===== src/rtl/cnn_pkg.sv =====
// Shared constants for the conv -> max-pool datapath.
package cnn_pkg;
  localparam int CONV_COLS  = 24;
  localparam int CONV_PIX_W = 15;
  localparam int CONV_ROWS  = 24;
  localparam int POOL_OUT_W = 4;
  localparam int ROW_W      = CONV_COLS * CONV_PIX_W;
  localparam int PAIR_W     = 2 * ROW_W;
endpackage


===== src/rtl/row_pair_buffer.sv =====
// Two-row staging buffer: even/odd row registers plus a pair_full flag that
// holds off further rows until the pair has been issued to the pooling stage.
module row_pair_buffer
  import cnn_pkg::*;
#(
  parameter int RW = ROW_W
) (
  input  logic          clk,
  input  logic          reset,
  input  logic          accept,
  input  logic          odd_row,
  input  logic          issue,
  input  logic [RW-1:0] row_in,
  output logic [RW-1:0] even_buf,
  output logic [RW-1:0] odd_buf,
  output logic          pair_full
);

  // accept and issue are mutually exclusive: accept needs !pair_full, issue needs pair_full
  always_ff @(posedge clk) begin
    if (reset) begin
      pair_full <= 1'b0;
    end else if (accept && odd_row) begin
      pair_full <= 1'b1;
    end else if (issue) begin
      pair_full <= 1'b0;
    end
  end

  always_ff @(posedge clk) begin
    if (reset) begin
      even_buf <= '0;
      odd_buf  <= '0;
    end else if (accept) begin
      if (odd_row) odd_buf  <= row_in;
      else         even_buf <= row_in;
    end
  end

endmodule


===== src/rtl/conv_row_pair_packer.sv =====
// Packs conv rows into {even,odd} pool words, throttled by the pooling stage's
// busy/end handshake, and counts pairs to flag the end of each frame.
module conv_row_pair_packer
  import cnn_pkg::*;
#(
  parameter int COLS  = CONV_COLS,
  parameter int PIX_W = CONV_PIX_W,
  parameter int ROWS  = CONV_ROWS
) (
  input  logic                    clk,
  input  logic                    reset,
  input  logic                    row_valid,
  output logic                    row_ready,
  input  logic [COLS*PIX_W-1:0]   row_in,
  output logic                    pool_start,
  output logic [2*COLS*PIX_W-1:0] pool_in,
  input  logic                    pool_end,
  output logic                    frame_done
);

  localparam int RW    = COLS * PIX_W;
  localparam int PAIRS = ROWS / 2;
  localparam int CNT_W = $clog2(ROWS);
  localparam int PD_W  = $clog2(PAIRS) + 1;

  logic [CNT_W-1:0] row_cnt;
  logic [PD_W-1:0]  pairs_done;
  logic             busy;
  logic             frame_rows_taken;
  logic             pair_full;
  logic [RW-1:0]    even_buf;
  logic [RW-1:0]    odd_buf;

  logic accept, issue, complete, last_row, last_pair;

  assign row_ready = !reset && !pair_full && !frame_rows_taken;
  assign accept    = row_valid && row_ready;
  // issue looks at registered busy, so a pool_end never allows a same-edge reissue
  assign issue     = pair_full && !busy;
  assign complete  = pool_end && busy;
  assign last_row  = accept && (row_cnt == CNT_W'(ROWS - 1));
  assign last_pair = complete && (pairs_done == PD_W'(PAIRS - 1));

  row_pair_buffer #(.RW(RW)) u_buf (
    .clk       (clk),
    .reset     (reset),
    .accept    (accept),
    .odd_row   (row_cnt[0]),
    .issue     (issue),
    .row_in    (row_in),
    .even_buf  (even_buf),
    .odd_buf   (odd_buf),
    .pair_full (pair_full)
  );

  always_ff @(posedge clk) begin
    if (reset) begin
      row_cnt          <= '0;
      pairs_done       <= '0;
      busy             <= 1'b0;
      frame_rows_taken <= 1'b0;
      pool_start       <= 1'b0;
      pool_in          <= '0;
      frame_done       <= 1'b0;
    end else begin
      pool_start <= issue;
      frame_done <= last_pair;

      if (issue) pool_in <= {even_buf, odd_buf};

      if (issue)         busy <= 1'b1;
      else if (complete) busy <= 1'b0;

      // last_pair cannot coincide with accept: frame_rows_taken blocks rows until it fires
      if (last_pair)   row_cnt <= '0;
      else if (accept) row_cnt <= last_row ? '0 : row_cnt + CNT_W'(1);

      if (last_pair)     frame_rows_taken <= 1'b0;
      else if (last_row) frame_rows_taken <= 1'b1;

      if (last_pair)     pairs_done <= '0;
      else if (complete) pairs_done <= pairs_done + PD_W'(1);
    end
  end

endmodule


===== config.mk =====
export PLATFORM = sky130hd
export DESIGN_NAME = conv_row_pair_packer
export DESIGN_NICKNAME = d
export VERILOG_FILES = /design/src/rtl/cnn_pkg.sv /design/src/rtl/row_pair_buffer.sv /design/src/rtl/conv_row_pair_packer.sv
export SDC_FILE = /design/constraint.sdc
export NUM_CORES = 2
export LEC_CHECK = 0
export ABC_CLOCK_PERIOD_IN_PS = 2850
export CELL_PAD_IN_SITES_DETAIL_PLACEMENT = 0
export CELL_PAD_IN_SITES_GLOBAL_PLACEMENT = 1
export CORE_AREA = 4 4 426 428
export CTS_CLUSTER_SIZE = 8
export DETAILED_ROUTE_END_ITERATION = 10
export DIE_AREA = 0 0 430 432
export GPL_TIMING_DRIVEN = 0
export PLACE_DENSITY = 0.75
export REMOVE_ABC_BUFFERS = 1
export SLEW_MARGIN = 20
export SYNTH_ARGS = -nofsm -noshare
export SYNTH_HDL_FRONTEND = slang
export SYNTH_SLANG_ARGS = --single-unit

===== constraint.sdc =====
create_clock -name clk -period 2.85 [get_ports clk]
set_input_delay 0.57 -clock clk [delete_from_list [all_inputs] [get_ports clk]]
set_output_delay 0.57 -clock clk [all_outputs]
set_load 0.02 [all_outputs]

==> qor.csv <==
metric,value,unit
Post-Syn Instances,6474,
unique cell type count in the Yosys netlist,28,
cell type of the slowest stage on the worst timing path,sky130_fd_sc_hd__nor4b_4,
wire length of the first global-routing pass,293000,um
end of the worst register-to-register path,u_buf.odd_buf[96],
Post-layout nets,7682,
"Cell Chain, Critical Path","buf_16, buf_16, nor4b_4, buf_6, buf_12, buf_6, buf_6, buf_6, buf_6, buf_4, buf_6, buf_2, clkbuf_4, buf_4, nand3_1, a21oi_1",
worst setup path startpoint,reset,
data required time at the worst endpoint,3.57,ns
synthesized area per cell,7.99,um2
area post-placement,0.0660,mm2
post-route DRC violation count,0,
Max Freq,355,MHz
Top Ports,1087,
number of global-route vias before repair,45800,
Antenna Nets Post-Route,0,
area of the core,0.178,mm2
max-slew violations,0,
Max Root-Sink Buffers,3,
crit path time final,2.82,ns
number of warnings printed during yosys synthesis,0,
CTS hold repair buffers,0,
ratio of cells with drive above 1 in the final layout,5.89,%
number of optimization iterations in the first detailed-route pass,6,
data arrival time at the worst-slack endpoint,3.54,ns
CP most frequent cell,sky130_fd_sc_hd__buf_6,
"commonest non-fill, non-tap cell in the layout",sky130_fd_sc_hd__dfxtp_1,
delay of the slowest cell on the worst path,0.37,ns
Die Footprint,0.186,mm2
max-cap check violation count,0,
buffer cell driving the clock tree root,sky130_fd_sc_hd__clkbuf_16,
number of buffers created by CTS,202,
normalized max-slew margin,38.7,%
clock transition at the registers of the reported paths,0.05,ns
total congestion overflow after global routing,0,
number of port buffers,1086,
clock tree from TritonCTS,built,
maximum number of pins on one net before global-route repair,182,
vias post-DR,49200,
starting density of the core,29.1,%
result of the run,completed,
final HPWL from detailed placement,130000,um
number of vias per cell,5.06,
starting DRC count in detailed routing,3644,
average wire length per cell after detail routing,20.4,um
fraction of the cycle the final worst path needs,98.9,%
cell count of the worst reg-to-reg path,14,
sequential area share after synthesis,56.3,%
Area growth syn-to-layout,39.2,%
final setup skew,0.0399,ns
width of the die,430,um
Slew @ Worst Pin,0.919,ns
worst min path class,input pin to flop,
total global-route track usage,20.2,%
worst-case hold slack,0.149,ns
Worst setup endpoint,u_buf.odd_buf[96],
Cell Rows,155,
Post-Place Setup Slack,-3.18,ns
Routability Congestion,0.833,
vertical die dimension,432,um
critical register-to-register path startpoint,u_buf.pair_full,
cell area after layout,0.0720,mm2
antenna violations before repair,49,
setup repair after global routing missed its margin,false,
final hold violation count,0,
largest driver fanout on the critical path,121,
Skew-Pair Late Insertion Delay,0.82,ns
Worst setup SP type,input pin,
Fill cells,17800,
sink count of the clock tree,1455,
maximum level of the CTS H-tree,4,
VDD IR max,0.000563,V
internal reg-to-reg setup slack,0.09,ns
total routed wirelength,199000,um
power per unit of standard cell area,633,mW/mm2
classification of the worst setup path,input pin to flop,
Final WS setup,0.0312,ns
most used cells in the layout excluding fill and tap cells,"sky130_fd_sc_hd__dfxtp_1, sky130_fd_sc_hd__nand2_1, sky130_fd_sc_hd__a21oi_1",
leak pwr,23.2,nW
Worst Setup End Kind,flop,
Synth Cell Area,0.0518,mm2
total setup violations reported at the end of the flow,0,
Yosys reg bits,1455,
-- critical path: cells and delay by family --
kind	cells	cell delay (ns)
and+or+nand+nor	2	0.45
buffers and inverters	13	2.16
AOI/OAI and AO/OA	1	0.15
-- metal layers --
layer	part of all wire, %	global-route usage, %	wire length [um]	vias to the layer above
met2	47	32.4	93700	1490
met1	41	24.7	81400	23700
li1	-	-	-	23600
met5	0.069	0	137	-
met4	5.0	10.3	9880	22
met3	6.9	5.83	13800	397
-- kinds of logic (layout without fill, tap and decap cells) --
family / Yosys count / count (layout) / synth area share, %
simple gates: 2191 / 2195 / 17.7
compound gates: 2178 / 2178 / 21.1
flops: 1455 / 1455 / 56.3
buf+inv: 646 / 1508 / 4.83
other cells: 0 / 31 / 0
xor+xnor: 2 / 2 / 0.0339
fa+ha+maj: 2 / 2 / 0.0483
-- power breakdown --
group          internal, W  switching, W
registers           0.0207      0.000165
clock network       0.0130       0.00890
logic              0.00110       0.00177
total               0.0348        0.0108
-- timing repair --
action | CTS | global route
pin swaps | 1 | 2
setup buffers | 8 | 5
cloned | 9 | 2
resized for setup | 43 | 17
setup endpoints to repair | 586 | 191
-- final cells by class --
| cell class | count | area [um2] | area share, % |
|---|---|---|---|
| Timing Repair Buffer | 1276 | 14100 | 19.6 |
| Inverter | 4 | 31.3 | 0.0434 |
| Clock inverter | 17 | 370 | 0.514 |
| Clock buffer | 211 | 5170 | 7.18 |
| Tap cell | 2355 | 2950 | 4.09 |
| Antenna cell | 31 | 77.6 | 0.108 |
| Multi-Input combinational cell | 4377 | 20200 | 28.1 |
| Sequential cell | 1455 | 29100 | 40.5 |
-- sequential cells by signal, indices dropped and copies added, names as in the netlist --
register and cells:
pool_in 720, frame_rows_taken 1, busy 1, pairs_done 5
u_buf.even_buf 360, u_buf.pair_full 1, row_cnt 5, frame_done 1
u_buf.odd_buf 360, pool_start 1
-- worst min path at each step --
stage | endpoint | start | cells past startpoint
after CTS | u_buf.even_buf[206] | reset | 2
after detailed placement | pool_in[6] | u_buf.odd_buf[6] | 2
after global placement | pool_in[632] | u_buf.even_buf[272] | 2
after global routing | u_buf.even_buf[206] | reset | 2
final | u_buf.even_buf[206] | reset | 2
after floorplan | pool_in[0] | u_buf.odd_buf[0] | 2
-- through the flow --
stage	total power (W)	setup TNS (ns)	utilization, %	std cells
3_3_place_gp	0.0261	-	35.5	9273
2_1_floorplan	0.0223	-	-	5832
6_report	0.0456	0	40.5	9726
4_1_cts	0.0462	0	40.4	9697
3_5_place_dp	0.0240	-986.24	37.1	9468
5_1_grt	0.0473	0	40.5	9722
-- cell usage after synthesis (all sizes together) --
cell	count	area, um2
nor2b	1	6.26
a31oi	1	6.26
o21ai	726	3630
ha	2	25.0
xor2	2	17.5
o31ai	1	7.51
or2	1	6.26
nor3	1	5.00
or3	3	18.8
a211o	1	8.76
nor4	1	6.26
clkbuf	573	2150
nand3	724	3620
nand2	1448	5440
a22oi	1	7.51
or4	2	15.0
a21oi	1448	7250
or4b	1	10.0
nand2b	1	6.26
buf	69	333
and3b	1	8.76
dfxtp	1455	29100
nor4b	1	8.76
inv	4	15.0
nor2	6	22.5
(Power assumes the default switching activity.)
